--- config.mk ---
export PLATFORM = sky130hd
export DESIGN_NAME = rc4_key_search_ctrl
export DESIGN_NICKNAME = d
export VERILOG_FILES = /design/src/rtl/rc4_pkg.sv /design/src/rtl/rc4_sram_mux.sv /design/src/rtl/rc4_key_search_ctrl.sv
export SDC_FILE = /design/constraint.sdc
export NUM_CORES = 1
export LEC_CHECK = 0
export BUFFER_PORTS_ARGS = -buffer_cell sky130_fd_sc_hd__buf_4
export CORE_ASPECT_RATIO = 1.75
export CORE_MARGIN = 2
export CORE_UTILIZATION = 44
export CTS_CLUSTER_DIAMETER = 200
export DETAILED_ROUTE_END_ITERATION = 16
export PLACE_DENSITY = 0.86
export SLEW_MARGIN = 20
export SYNTH_ARGS = -nofsm -noshare
export SYNTH_HDL_FRONTEND = slang
export SYNTH_SLANG_ARGS = --single-unit
--- constraint.sdc ---
create_clock -name clock -period 2.5 [get_ports clock]
set_input_delay 0.75 -clock clock [delete_from_list [all_inputs] [get_ports clock]]
set_output_delay 0.75 -clock clock [all_outputs]
set_load 0.05 [all_outputs]
--- src/rtl/rc4_pkg.sv ---
// Shared types and constants for the RC4 key-search controller.
package rc4_pkg;

    // Scheduler states: one GO/WAIT pair per phase, then evaluation and the two terminal states.
    typedef enum logic [3:0] {
        IDLE,
        INIT_GO,
        INIT_WAIT,
        KSA_GO,
        KSA_WAIT,
        PRGA_GO,
        PRGA_WAIT,
        EVAL,
        FOUND,
        EXHAUSTED
    } search_state_t;

    // Which phase currently drives the single-port S-RAM.
    typedef enum logic [1:0] {
        NONE,
        INIT,
        KSA,
        PRGA
    } sram_owner_t;

    localparam logic [7:0] CHAR_SPACE = 8'd32;
    localparam logic [7:0] CHAR_LO    = 8'd97;
    localparam logic [7:0] CHAR_HI    = 8'd122;

    // Plaintext is accepted only if every byte is a space or a lowercase letter.
    function automatic logic is_valid_char(input logic [7:0] ch);
        return (ch == CHAR_SPACE) || ((ch >= CHAR_LO) && (ch <= CHAR_HI));
    endfunction

endpackage

--- src/rtl/rc4_sram_mux.sv ---
// Combinational S-RAM port arbiter: passes the owning phase's request straight
// through and parks the port (all zeros) when nobody owns it.
module rc4_sram_mux
    import rc4_pkg::*;
(
    input  sram_owner_t owner_i,
    input  logic [7:0]  init_addr_i,
    input  logic [7:0]  init_data_i,
    input  logic        init_wren_i,
    input  logic [7:0]  ksa_addr_i,
    input  logic [7:0]  ksa_data_i,
    input  logic        ksa_wren_i,
    input  logic [7:0]  prga_addr_i,
    input  logic [7:0]  prga_data_i,
    input  logic        prga_wren_i,
    output logic [7:0]  s_address_o,
    output logic [7:0]  s_data_o,
    output logic        s_wren_o
);

    // Zero-latency select; non-owners never reach the port, so their wren is effectively forced low.
    always_comb begin
        s_address_o = 8'd0;
        s_data_o    = 8'd0;
        s_wren_o    = 1'b0;
        case (owner_i)
            INIT: begin
                s_address_o = init_addr_i;
                s_data_o    = init_data_i;
                s_wren_o    = init_wren_i;
            end
            KSA: begin
                s_address_o = ksa_addr_i;
                s_data_o    = ksa_data_i;
                s_wren_o    = ksa_wren_i;
            end
            PRGA: begin
                s_address_o = prga_addr_i;
                s_data_o    = prga_data_i;
                s_wren_o    = prga_wren_i;
            end
            default: ;
        endcase
    end

endmodule

--- src/rtl/rc4_key_search_ctrl.sv ---
// RC4 key-search scheduler: runs init, KSA and PRGA for each candidate key,
// screens every decrypted byte and advances the key until a plaintext passes
// or the key space runs out.
module rc4_key_search_ctrl
    import rc4_pkg::*;
#(
    parameter int                   KEY_WIDTH      = 24,
    parameter logic [KEY_WIDTH-1:0] KEY_MAX        = 24'h3FFFFF,
    parameter int                   MESSAGE_LENGTH = 32
) (
    input  logic                 clock,
    input  logic                 reset,
    input  logic                 start,
    output logic                 done,
    output logic                 found,
    output logic [KEY_WIDTH-1:0] key,
    output logic                 init_start,
    output logic                 ksa_start,
    output logic                 prga_start,
    input  logic                 init_finish,
    input  logic                 ksa_finish,
    input  logic                 prga_finish,
    input  logic [7:0]           init_addr,
    input  logic [7:0]           init_data,
    input  logic                 init_wren,
    input  logic [7:0]           ksa_addr,
    input  logic [7:0]           ksa_data,
    input  logic                 ksa_wren,
    input  logic [7:0]           prga_addr,
    input  logic [7:0]           prga_data,
    input  logic                 prga_wren,
    output logic [7:0]           s_address,
    output logic [7:0]           s_data,
    output logic                 s_wren,
    input  logic                 prga_decrypt_wren
);

    // Message length is informational only (PRGA signals its own completion); reject nonsense values.
    if (MESSAGE_LENGTH < 1) begin : g_bad_length
        $error("rc4_key_search_ctrl: MESSAGE_LENGTH must be at least 1");
    end

    search_state_t        state_q, state_d;
    logic [KEY_WIDTH-1:0] key_q, key_d;
    logic                 bad_q, bad_d;
    sram_owner_t          owner;

    // State, key counter and bad-byte flag registers.
    always_ff @(posedge clock) begin
        if (reset) begin
            state_q <= IDLE;
            key_q   <= '0;
            bad_q   <= 1'b0;
        end else begin
            state_q <= state_d;
            key_q   <= key_d;
            bad_q   <= bad_d;
        end
    end

    // Next-state logic plus the one-cycle start pulses, which are pure decodes of the GO states.
    always_comb begin
        state_d    = state_q;
        key_d      = key_q;
        bad_d      = bad_q;
        init_start = 1'b0;
        ksa_start  = 1'b0;
        prga_start = 1'b0;
        case (state_q)
            IDLE, FOUND, EXHAUSTED: begin
                if (start) begin
                    state_d = INIT_GO;
                    key_d   = '0;
                end
            end
            INIT_GO: begin
                init_start = 1'b1;
                bad_d      = 1'b0;
                state_d    = INIT_WAIT;
            end
            INIT_WAIT: if (init_finish) state_d = KSA_GO;
            KSA_GO: begin
                ksa_start = 1'b1;
                state_d   = KSA_WAIT;
            end
            KSA_WAIT: if (ksa_finish) state_d = PRGA_GO;
            PRGA_GO: begin
                prga_start = 1'b1;
                state_d    = PRGA_WAIT;
            end
            PRGA_WAIT: begin
                // PRGA always runs to completion; a bad byte is only remembered.
                if (prga_decrypt_wren && !is_valid_char(prga_data)) bad_d = 1'b1;
                if (prga_finish) state_d = EVAL;
            end
            EVAL: begin
                if (!bad_q) begin
                    state_d = FOUND;
                end else if (key_q == KEY_MAX) begin
                    state_d = EXHAUSTED;
                end else begin
                    key_d   = key_q + KEY_WIDTH'(1);
                    state_d = INIT_GO;
                end
            end
            default: state_d = IDLE;
        endcase
    end

    // S-RAM ownership follows the phase the scheduler is in.
    always_comb begin
        case (state_q)
            INIT_GO, INIT_WAIT: owner = INIT;
            KSA_GO, KSA_WAIT:   owner = KSA;
            PRGA_GO, PRGA_WAIT: owner = PRGA;
            default:            owner = NONE;
        endcase
    end

    rc4_sram_mux u_sram_mux (
        .owner_i     (owner),
        .init_addr_i (init_addr),
        .init_data_i (init_data),
        .init_wren_i (init_wren),
        .ksa_addr_i  (ksa_addr),
        .ksa_data_i  (ksa_data),
        .ksa_wren_i  (ksa_wren),
        .prga_addr_i (prga_addr),
        .prga_data_i (prga_data),
        .prga_wren_i (prga_wren),
        .s_address_o (s_address),
        .s_data_o    (s_data),
        .s_wren_o    (s_wren)
    );

    assign key   = key_q;
    assign found = (state_q == FOUND);
    assign done  = (state_q == FOUND) || (state_q == EXHAUSTED);

endmodule
Word-level counts from Yosys, hierarchy flattened
Cells that the tools add are included.
{"block": "word_totals", "ff_bits": 29, "out_inout_bits": 46, "elab_cells": 62}
{"block": "op_classes", "n_addsub": 1, "n_lt_le_gt_ge": 2, "n_eq_ne": 21, "n_mux": 20, "reduce_logical": 15}
{"op": "$mux W24", "n": 3}
{"op": "$pmux W24 S2", "n": 1}
{"op": "$pmux W8 S3", "n": 2}
{"op": "$pmux W4 S8", "n": 1}
{"op": "$add A24 B1 Y24 const B", "n": 1}
{"op": "$eq A24 B22 Y1 const B", "n": 1}
{"op": "$mux W4", "n": 6}
{"op": "$eq A4 B3 Y1 const B", "n": 4}
{"op": "$ne A2 B2 Y1 const B", "n": 7}
{"op": "$eq A4 B2 Y1 const B", "n": 2}
{"op": "$eq A4 B4 Y1 const B", "n": 2}
{"op": "$eq A8 B6 Y1 const B", "n": 1}
{"op": "$ge A8 B7 Y1 const B", "n": 1}
{"op": "$le A8 B7 Y1 const B", "n": 1}
{"op": "$reduce_and A4 Y1", "n": 2}
{"op": "$pmux W2 S3", "n": 1}
{"op": "$reduce_or A2 Y1", "n": 3}
{"op": "$eq A2 B2 Y1 const B", "n": 2}
{"op": "$eq A4 B1 Y1 const B", "n": 1}
{"op": "$logic_not A4 Y1", "n": 1}
{"op": "$mux W1", "n": 4}
{"op": "$reduce_bool A2 Y1", "n": 2}
{"op": "$pmux W1 S3", "n": 1}
{"op": "$reduce_or A3 Y1", "n": 1}
{"op": "6 further kinds", "n": 8}

Logic depth before layout (Yosys ltp)
Gate-level depths: netlist of run 1.
{"block": "logic_depth", "depth_word": 7, "ltp_mapped": 8, "ltp_nobuf": 6}

Cells and area by module
Synthesis of run 1 repeated with hierarchy kept, for this count alone.
{"block": "unflattened", "cells_unflattened": 241, "area_unflattened_um2": 2109.5}
{"mod": "rc4_key_search_ctrl", "n_inst": 1, "cells_each": 200, "area_per_inst_um2": 1655.3, "seq_area_each_um2": 580.6}
{"mod": "rc4_sram_mux", "n_inst": 1, "cells_each": 41, "area_per_inst_um2": 454.2, "seq_area_each_um2": 0.0}

Worst setup path before layout of run 1
OpenSTA, ideal clock, no wires.
{"block": "synth_path", "path_kind": "register to output", "start": "register state_q[0]", "end": "output s_address[0]", "t_arrival_ns": 2.480, "t_required_ns": 1.750, "setup_slack_ns": -0.730, "path_stages_with_launch": 7, "n_path_buf": 3, "cell_sequence": "dfxtp_1 buf_4 and3_1 or3_1 clkbuf_1 clkbuf_1 a211oi_1"}
{"block": "synth_between", "elab_chain_cells": 5, "word_cells_on_any_way": 14, "cone_classes": "eq/ne (9); mux (2); reduce/logical (3)"}
{"element": "start: declaration", "line": "rc4_key_search_ctrl.sv:43", "text": "search_state_t state_q, state_d;"}
{"element": "start signal: assignment", "line": "rc4_key_search_ctrl.sv:55", "text": "state_q <= state_d;"}
{"element": "$eq A4 B3 Y1, or another cell as far along", "line": "rc4_key_search_ctrl.sv:112", "text": "case (state_q)"}
{"element": "$reduce_or A2 Y1", "line": "rc4_key_search_ctrl.sv:112"}
{"element": "$pmux W2 S3 *", "line": "rc4_key_search_ctrl.sv:112"}
{"element": "$eq A2 B2 Y1 or $eq A2 B1 Y1 (tied branches)", "line": "rc4_sram_mux.sv:26", "text": "case (owner_i)"}
{"element": "$pmux W8 S3 *", "line": "rc4_sram_mux.sv:26"}
{"element": "end: declaration", "line": "rc4_key_search_ctrl.sv:32", "text": "output logic [7:0] s_address,"}
Mark *: on every way between the ends. The rest lies on a longest branch, timed or not.

Worst setup path in the final report of run 1
{"block": "layout_path", "start": "register state_q[0]", "end": "output s_data[6]"}
{"block": "layout_between", "elab_chain_cells": 5, "word_cells_on_any_way": 14, "cone_classes": "eq/ne (9); mux (2); reduce/logical (3)"}
{"element": "$eq A4 B3 Y1, or another cell as far along", "line": "rc4_key_search_ctrl.sv:112"}
{"element": "$reduce_or A2 Y1", "line": "rc4_key_search_ctrl.sv:112"}
{"element": "$pmux W2 S3 *", "line": "rc4_key_search_ctrl.sv:112"}
{"element": "$eq A2 B2 Y1 or $eq A2 B1 Y1 (tied branches)", "line": "rc4_sram_mux.sv:26"}
{"element": "$pmux W8 S3 *", "line": "rc4_sram_mux.sv:26"}
{"element": "end: declaration", "line": "rc4_key_search_ctrl.sv:33", "text": "output logic [7:0] s_data,"}
Marked as above.

==> results.sh, run 1 <==
export IMPL_drtIter0Drc=99
export IMPL_num_io_pins=104
export IMPL_mappedNetlistArea_um2=2067
export IMPL_io_buffers=103
export IMPL_fin_crit_ns=2.532
export IMPL_clkTransAtPathRegs_ns=0.07
export IMPL_worst_slew_pin_slew_ns=0.6850
export IMPL_seq_area_um2=583.1
export IMPL_worst_path_max_fanout=9
export IMPL_critPathBufInv=2
export IMPL_layout_nets=429
export IMPL_cp_cell_sequence="and3_4 -> or3_4 -> buf_12 -> a211oi_4 -> buf_6"
export IMPL_cap_violations=0
export IMPL_fillers=338
export IMPL_required_ns=1.75
export IMPL_yosys_warnings=0
export IMPL_synth_edf_count=0
export IMPL_cts_root_buf="clkbuf_8"
export IMPL_die_height_um=94.67
export IMPL_multiInputGateArea_um2=1615
export IMPL_grt_pass1_wl_um=11670
export IMPL_status="finished, violations left"
export IMPL_globalRouteMet1Util=0.2719
export IMPL_slowest_delay_ns=0.37
export IMPL_numCtsBuffers=5
export IMPL_busiest_layer="met2"
export IMPL_reg2regPathDepth=6
export IMPL_p_per_area_nw_per_um2=934.6
export IMPL_violations="negative setup slack"
export IMPL_ys_ff_latch=29
export IMPL_route_vias_total=2574
export IMPL_async_reset_ff_frac=0
export IMPL_clockBufferDepth=2
export IMPL_drt_wl_total_um=7464
export IMPL_rows=33
export IMPL_holdCritStartpoint="key[23]"
export IMPL_synth_cell_types=49
export IMPL_end_kind="primary output"
export IMPL_track_usage=0.2738
export IMPL_coreArea_um2=4583
export IMPL_initial_core_util=0.4510
export IMPL_seq_area_frac_synth=0.2809
export IMPL_antennaDiodeCount=0
export IMPL_wl_per_cell_um=17.65
export IMPL_min_to="key[23]"
export IMPL_antenna_found_initial=0
export IMPL_peakVddDrop_v=0.001188
export IMPL_hold_path_class="register to register"
export IMPL_finalCritPeriodShare=1.013
export IMPL_setup_violations=4
export IMPL_post_cts_buffers=0
export IMPL_tns_ns=-0.07547
export IMPL_fin_util=0.7333
export IMPL_hold_viol_final=0
export IMPL_cts_tree="built"
export IMPL_postRouteAntennaNets=0
export IMPL_drive_gt1_frac=0.4259
export IMPL_place_hpwl_um=5476
export IMPL_synth_main_ff_cell="dfxtp_1"
export IMPL_synth_area_leaders="dfxtp_1, mux2i_1, a211oi_1"
export IMPL_dr_pass1_iters=4
export IMPL_h_tree_depth=2
export IMPL_final_cell_mix="buf_4, nor2_1, dfxtp_1"
export IMPL_synthCells=264
export IMPL_max_clock_freq_mhz=394.9
export IMPL_gp_congestion=0.9124
export IMPL_cts_sinks=29
export IMPL_r2r_end="key[23]"
export IMPL_met3_usage=0.06164
export IMPL_critPathSlowestCell="or3_4"
export IMPL_insertion_delay_ns=0.29
export IMPL_viasPerCell=6.085
export IMPL_cp_start_kind="register"
export IMPL_avgSynthCellArea_um2=7.829
export IMPL_grt_overflow=0
export IMPL_rsz0062_at_grt="true"
export IMPL_syn_nets=323
export IMPL_layout_commonest_cell="buf_4"
export IMPL_fp_dieArea_um2=5284
export IMPL_hold_depth=2
export IMPL_worstSetupPathType="register to primary output"
export IMPL_worst_ep_arrival_time_ns=1.78
export IMPL_grt_max_degree=19
export IMPL_use_met2=0.5387
export IMPL_skew_ns=0.005133
export IMPL_rrSetupSlack_ns=0.20
export IMPL_reg2reg_from="state_q[3]"
export IMPL_drc_errors=0
export IMPL_synthDominantCellAreaShare=0.2809
export IMPL_chipWidth_um=55.81
export IMPL_area_growth_syn_to_layout_pct=62.59
export IMPL_worst_path_dominant_cell_family="simple AND/OR/NAND/NOR gates"
export IMPL_setup_ws_ns=-0.03242
export IMPL_maxSlewViolCount=0
export IMPL_p_leak_nw=1.318
export IMPL_maxSlewHeadroom=0.5361
export IMPL_grt_pass1_vias=2496
export IMPL_yosys_area_top_type="dfxtp_1"
-- registers in the layout, indices dropped and copies added (netlist names) --
name	cells
key	24
state_q	4
bad_q	1
-- how the worst max path moves through the flow --
stage               startpoint  slack (ns)  cells after the start            to
floorplan           state_q[0]       -0.08                      6  s_address[0]
global placement    state_q[0]        0.23                      5     s_data[6]
detailed placement  state_q[0]        0.17                      5     s_data[6]
CTS                 state_q[0]       -0.02                      5     s_data[5]
global route        state_q[0]       -0.06                      5     s_data[5]
finish              state_q[0]       -0.03                      5     s_data[6]
-- routing by layer --
layer	wire length, um	part of all wire	vias up
li1	-	-	1196
met1	2543	0.34	1220
met2	3972	0.53	135
met3	616	0.083	23
met4	331	0.044	0
met5	0	0	-
-- Yosys cell counts, types with 4 or more instances --
master    count
o211ai_1      5
nand3_1      12
mux2i_1      18
nor2_1       36
xor2_1        4
o21ai_0       6
clkbuf_1      9
nand2b_1      5
and4_1        4
and3_1        5
a21oi_1      11
nand4_1       8
dfxtp_1      29
nor3_1       12
a31oi_1       6
nand2_1      21
or4_1         5
a211oi_1     18
or3_1         7
-- kinds of logic (layout without fill, tap and decap cells) --
| kind of cell | after synthesis | in the layout | share of synthesized area |
|---|---|---|---|
| buf+inv | 19 | 126 | 0.04781 |
| xor+xnor | 7 | 7 | 0.02966 |
| simple gates | 126 | 126 | 0.3202 |
| mux | 19 | 19 | 0.09261 |
| fa+ha+maj | 1 | 1 | 0.006052 |
| flops | 29 | 29 | 0.2809 |
| compound gates | 63 | 63 | 0.2228 |
-- through the flow --
stage	setup WS [ns]	hold slack, ns	cell area [um2]	total power (W)	instances
3_3_place_gp	0.2261	0.4832	3120	0.002398	414
6_report	-0.03242	0.5094	3361	0.003141	423
3_5_place_dp	0.1650	0.5004	3120	0.002429	414
2_1_floorplan	-0.07906	0.5108	2295	0.001975	264
5_1_grt	-0.05957	0.5341	3361	0.003257	423
4_1_cts	-0.02251	0.5099	3324	0.003066	423
-- where the power goes --
group          total [W]  internal, W  switching, W
Combinational    0.00221     0.000853       0.00136
Clock           0.000436     0.000248      0.000188
Sequential      0.000496     0.000478     0.0000177
-- worst reg2reg max path: cells and delay by family, from the launching register on --
family / cells / cell delay, ns
and+or+nand+nor: 3 / 1.28
DFF: 1 / 0.42
buffers and inverters: 1 / 0.18
AOI/OAI and AO/OA: 2 / 0.36
-- what timing repair did --
action | 4_1_cts | 5_1_grt
resized for setup | 20 | 8
setup endpoints to repair | 17 | 17
pin swaps | 3 | 0
gates cloned | 1 | 0
hold buffers | 0 | 0
-- area by class of cell --
class	count	share of cell area
multi-input combinational	216	0.4806
clock buffer	7	0.02867
inverter	3	0.003351
tap	52	0.01936
sequential	29	0.1735
clock inverter	1	0.001489
timing repair buffer	115	0.2930
Power figures use the tool's default switching activity.
==> run 2, diff against run 1 <==
--- a/config.mk
+++ b/config.mk
@@ -8,10 +8,11 @@
 export BUFFER_PORTS_ARGS = -buffer_cell sky130_fd_sc_hd__buf_4
 export CORE_ASPECT_RATIO = 1.75
 export CORE_MARGIN = 2
-export CORE_UTILIZATION = 44
+export CORE_UTILIZATION = 45
 export CTS_CLUSTER_DIAMETER = 200
 export DETAILED_ROUTE_END_ITERATION = 16
-export PLACE_DENSITY = 0.86
+export MAX_ROUTING_LAYER = met4
+export PLACE_DENSITY = 0.87
 export SLEW_MARGIN = 20
 export SYNTH_ARGS = -nofsm -noshare
 export SYNTH_HDL_FRONTEND = slang
==> run 2 against run 1 <==
The flow still finishes with violations (negative setup slack). Worst hold slack better by 0.0061 ns. Core utilization is 2.7 points higher. Largest power group unchanged. Maximum frequency is 0.47% higher. Worst setup slack improved by 0.012 ns. Final area down 0.37%. Sequential power up 1%. Highest routed layer unchanged. Total power barely moved.
==> results.sh, run 2 (same netlist as run 1, synthesis figures left out) <==
export IMPL_placedInstanceArea_um2=3104
export IMPL_worst_path_max_fanout=8
export IMPL_p_per_area_nw_per_um2=938.4
export IMPL_area_growth_syn_to_layout_pct=61.99
export IMPL_skew_ns=0.005489
export IMPL_cp_start_kind="register"
export IMPL_setup_ws_ns=-0.02068
export IMPL_grt_overflow=0
export IMPL_worst_ep_arrival_time_ns=1.77
export IMPL_required_ns=1.75
export IMPL_insertion_delay_ns=0.29
export IMPL_rsz0062_at_grt="true"
export IMPL_layout_nets=428
export IMPL_end_kind="primary output"
export IMPL_drtIter0Drc=141
export IMPL_reg2reg_from="state_q[2]"
export IMPL_grt_max_degree=23
export IMPL_maxSlewHeadroom=0.5547
export IMPL_worstSetupPathType="register to primary output"
export IMPL_dp_slack_ns=0.2016
export IMPL_holdCritStartpoint="key[23]"
export IMPL_worst_slew_pin_slew_ns=0.6575
export IMPL_tns_ns=-0.03910
export IMPL_route_vias_total=2553
export IMPL_antenna_found_initial=0
export IMPL_peakVddDrop_v=0.001043
export IMPL_dr_pass1_iters=5
export IMPL_fin_crit_ns=2.521
export IMPL_numCtsBuffers=5
export IMPL_drt_wl_total_um=7675
export IMPL_cap_violations=0
export IMPL_setup_violations=4
export IMPL_layout_commonest_cell="buf_4"
export IMPL_rows=32
export IMPL_num_io_pins=104
export IMPL_final_cell_mix="buf_4, nor2_1, dfxtp_1"
export IMPL_grt_pass1_wl_um=12050
export IMPL_fin_area_um2=3348
export IMPL_cts_sinks=29
export IMPL_maxSlewViolCount=0
export IMPL_worstSetupStartpoint="state_q[0]"
export IMPL_track_usage=0.3043
export IMPL_h_tree_depth=2
export IMPL_drive_gt1_frac=0.4228
export IMPL_p_leak_nw=1.317
export IMPL_gp_congestion=0.8916
export IMPL_finalCritPeriodShare=1.008
export IMPL_hold_viol_final=0
export IMPL_cts_tree="built"
export IMPL_dp_cells=411
export IMPL_postRouteAntennaNets=0
export IMPL_clockBufferDepth=2
export IMPL_die_height_um=93.66
export IMPL_max_clock_freq_mhz=396.7
export IMPL_antennaDiodeCount=0
export IMPL_clkTransAtPathRegs_ns=0.06
export IMPL_viasPerCell=6.079
export IMPL_chipWidth_um=55.23
export IMPL_wl_per_cell_um=18.27
export IMPL_fillers=331
export IMPL_fp_dieArea_um2=5173
export IMPL_post_cts_buffers=0
export IMPL_coreArea_um2=4404
export IMPL_finalNonFillerCells=420
export IMPL_status="finished, violations left"
export IMPL_largest_reg_flops=24
export IMPL_cts_root_buf="clkbuf_8"
export IMPL_io_buffers=103
export IMPL_hold_path_class="register to register"
export IMPL_initial_core_util=0.4693
export IMPL_grt_pass1_vias=2512
export IMPL_place_hpwl_um=5523
export IMPL_violations="negative setup slack"
export IMPL_drc_errors=0
## run 2: per-layer routing
layer / GRT usage / up-vias / part of all wire
li1: - / 1190 / -
met1: 0.2781 / 1200 / 0.34
met2: 0.5883 / 138 / 0.56
met3: 0.05785 / 25 / 0.065
met4: 0.1484 / 0 / 0.036
met5: - / - / 0
## run 2: worst paths after layout
path | end | slack (ns) | depth (start not counted)
worst max-delay path | s_address[3] | -0.02 | 5
worst min-delay path | key[23] | 0.52 | 2
worst max register to register | key[23] | 0.20 | 6
worst min register to register | key[23] | 0.52 | 2
## run 2: cell type report
class,count,area [um2],share of cell area
multi-input cells,216,1610,0.4809
flip-flops and latches,29,586.8,0.1753
repair buffers,114,989.7,0.2956
clock buffers,7,86.33,0.02578
well taps,51,63.81,0.01906
inverters,3,11.26,0.003363
## run 2: timing repair
item	CTS	global route
hold buffers	0	0
pin swaps	2	0
endpoints found under the hold margin	0	0
setup endpoints to repair	17	17
cloned	2	0
gates resized for setup	19	7
## run 2: critical path, stage by stage, from the launching register on
cell      delay [ns]
dfxtp_2         0.34
and3_1          0.18
or3_4           0.38
buf_16          0.18
a211oi_4        0.22
buf_6           0.19
## run 2: power by group
group / total [W] / switching [W] / internal (W)
logic: 0.00226 / 0.00136 / 0.000895
registers: 0.000502 / 0.0000210 / 0.000481
clock network: 0.000385 / 0.000167 / 0.000218
## run 2: metrics by stage
step / hold WS [ns] / utilization / power, W
2_1_floorplan: 0.5108 / - / 0.001975
3_5_place_dp: 0.5002 / 0.7048 / 0.002414
6_report: 0.5155 / 0.7602 / 0.003142
5_1_grt: 0.5517 / 0.7602 / 0.003248
4_1_cts: 0.5086 / 0.7528 / 0.003074
3_3_place_gp: 0.4881 / 0.7048 / 0.002377
==> run 3, diff against run 2 <==
--- a/config.mk
+++ b/config.mk
@@ -6,7 +6,6 @@
 export NUM_CORES = 1
 export LEC_CHECK = 0
 export BUFFER_PORTS_ARGS = -buffer_cell sky130_fd_sc_hd__buf_4
-export CORE_ASPECT_RATIO = 1.75
 export CORE_MARGIN = 2
 export CORE_UTILIZATION = 45
 export CTS_CLUSTER_DIAMETER = 200
==> run 3 against run 2 <==
The flow still finishes with violations (negative setup slack). Clock skew is 0.0014 ns lower. Combinational power down 3%. Global-route usage shrank 1.6 points. Flip-flop and latch count stayed put. Cell count rose by 0.71%. Clock power up 13%. Sequential share of layout area increased by 0.066 points. Total power shrank 0.37%. Critical path type unchanged. Largest cell class unchanged. Highest routed layer unchanged.
==> results.sh, run 3 (same netlist as run 1, synthesis figures left out) <==
export IMPL_rsz0062_at_grt="true"
export IMPL_worst_slew_pin_slew_ns=0.5573
export IMPL_dp_cells=412
export IMPL_worst_path_max_fanout=17
export IMPL_grt_max_degree=35
export IMPL_hold_path_class="register to register"
export IMPL_maxSlewHeadroom=0.6226
export IMPL_track_usage=0.2884
export IMPL_wl_per_cell_um=17.39
export IMPL_cts_sinks=29
export IMPL_postRouteAntennaNets=0
export IMPL_die_height_um=71.78
export IMPL_layout_nets=429
export IMPL_required_ns=1.75
export IMPL_area_growth_syn_to_layout_pct=61.38
export IMPL_top_layer_used="met4"
export IMPL_skew_ns=0.004056
export IMPL_fin_crit_ns=2.557
export IMPL_setup_ws_ns=-0.05739
export IMPL_antennaDiodeCount=0
export IMPL_drt_wl_total_um=7357
export IMPL_cap_violations=0
export IMPL_num_io_pins=104
export IMPL_dr_pass1_iters=4
export IMPL_peakVddDrop_v=0.0004449
export IMPL_rows=24
export IMPL_finalCritPeriodShare=1.023
export IMPL_wl_met1_um=2951
export IMPL_place_hpwl_um=5009
export IMPL_numCtsBuffers=5
export IMPL_final_cell_mix="buf_4, nor2_1, dfxtp_1"
export IMPL_drive_gt1_frac=0.4286
export IMPL_cts_root_buf="clkbuf_8"
export IMPL_maxSlewViolCount=0
export IMPL_worst_ep_arrival_time_ns=1.81
export IMPL_grt_pass1_wl_um=11420
export IMPL_io_buffers=103
export IMPL_p_per_area_nw_per_um2=938.4
export IMPL_status="finished, violations left"
export IMPL_dr_wl_met3_um=398
export IMPL_clockBufferDepth=2
export IMPL_antenna_found_initial=0
export IMPL_wl_met2_um=3794
export IMPL_setup_violations=17
export IMPL_fillers=299
export IMPL_h_tree_depth=2
export IMPL_viasPerCell=6.000
export IMPL_chipWidth_um=71.78
export IMPL_largest_reg_flops=24
export IMPL_grt_pass1_vias=2357
export IMPL_fp_dieArea_um2=5152
export IMPL_power_w=0.003130
export IMPL_hold_viol_final=0
export IMPL_end_kind="primary output"
export IMPL_gp_congestion=0.8824
export IMPL_grt_overflow=0
export IMPL_finalNonFillerCells=423
export IMPL_multiInputGateArea_um2=1600
export IMPL_insertion_delay_ns=0.29
export IMPL_max_clock_freq_mhz=391.0
export IMPL_clkTransAtPathRegs_ns=0.06
export IMPL_route_vias_total=2538
export IMPL_coreArea_um2=4384
export IMPL_cts_tree="built"
export IMPL_worstSetupPathType="register to primary output"
export IMPL_drc_errors=0
export IMPL_drtIter0Drc=157
export IMPL_p_leak_nw=1.314
export IMPL_layout_commonest_cell="buf_4"
export IMPL_violations="negative setup slack"
export IMPL_cp_start_kind="register"
export IMPL_seq_area_um2=586.8
export IMPL_initial_core_util=0.4715
[run 3: cell count changes in the layout (fill, tap and decap cells not counted), sizes merged]
cell,delta
clkinv,+1
buf,+1
clkbuf,+1
bufbuf,-1
[run 3: final timing paths]
check	startpoint	end	slack, ns	depth (start not counted)
setup reg to reg	state_q[2]	key[23]	0.13	6
hold reg to reg	key[7]	key[7]	0.51	2
hold / removal	key[7]	key[7]	0.51	2
setup / recovery	state_q[1]	s_address[7]	-0.06	5
[run 3: metal layers]
layer  track usage  up-vias
met5             -        -
met4       0.08386        0
met3       0.05626       27
met2        0.4805      101
met1        0.3550     1210
li1              -     1200
[run 3: area by class of cell]
class                           count  area share
Clock inverter                      1    0.001500
Timing Repair Buffer              115      0.2911
Multi-Input combinational cell    216      0.4797
Inverter                            3    0.003376
Clock buffer                        7     0.02888
Tap cell                           52     0.01950
Sequential cell                    29      0.1759
[run 3: stage by stage]
step	instance area [um2]	setup WS (ns)	TNS [ns]	util	hold slack [ns]
after floorplan	2295	-0.07906	-0.8168	-	0.5108
after global routing	3336	-0.1075	-1.325	0.7608	0.5386
final	3336	-0.05739	-0.3990	0.7608	0.5078
after global placement	3105	0.2226	0	0.7083	0.4854
after CTS	3301	0.0006043	0	0.7529	0.5086
after detailed placement	3105	0.1710	0	0.7083	0.4962
[run 3: what timing repair did]
action | in CTS | in global routing
pin swaps | 3 | 0
cloned | 1 | 1
resized for setup | 18 | 2
hold buffers | 0 | 0
buffers inserted | 1 | 0
endpoints found under the setup margin | 17 | 17
[run 3: critical path: stages, from the launching register on]
cell and delay [ns]:
dfxtp_4 0.36, xnor2_1 0.35, nor2_4 0.10, clkbuf_16 0.23, a211oi_4 0.23, buf_4 0.23
[run 3: power by group]
group	switching (W)	internal, W
Sequential	0.0000213	0.000481
Clock	0.000185	0.000248
Combinational	0.00137	0.000828
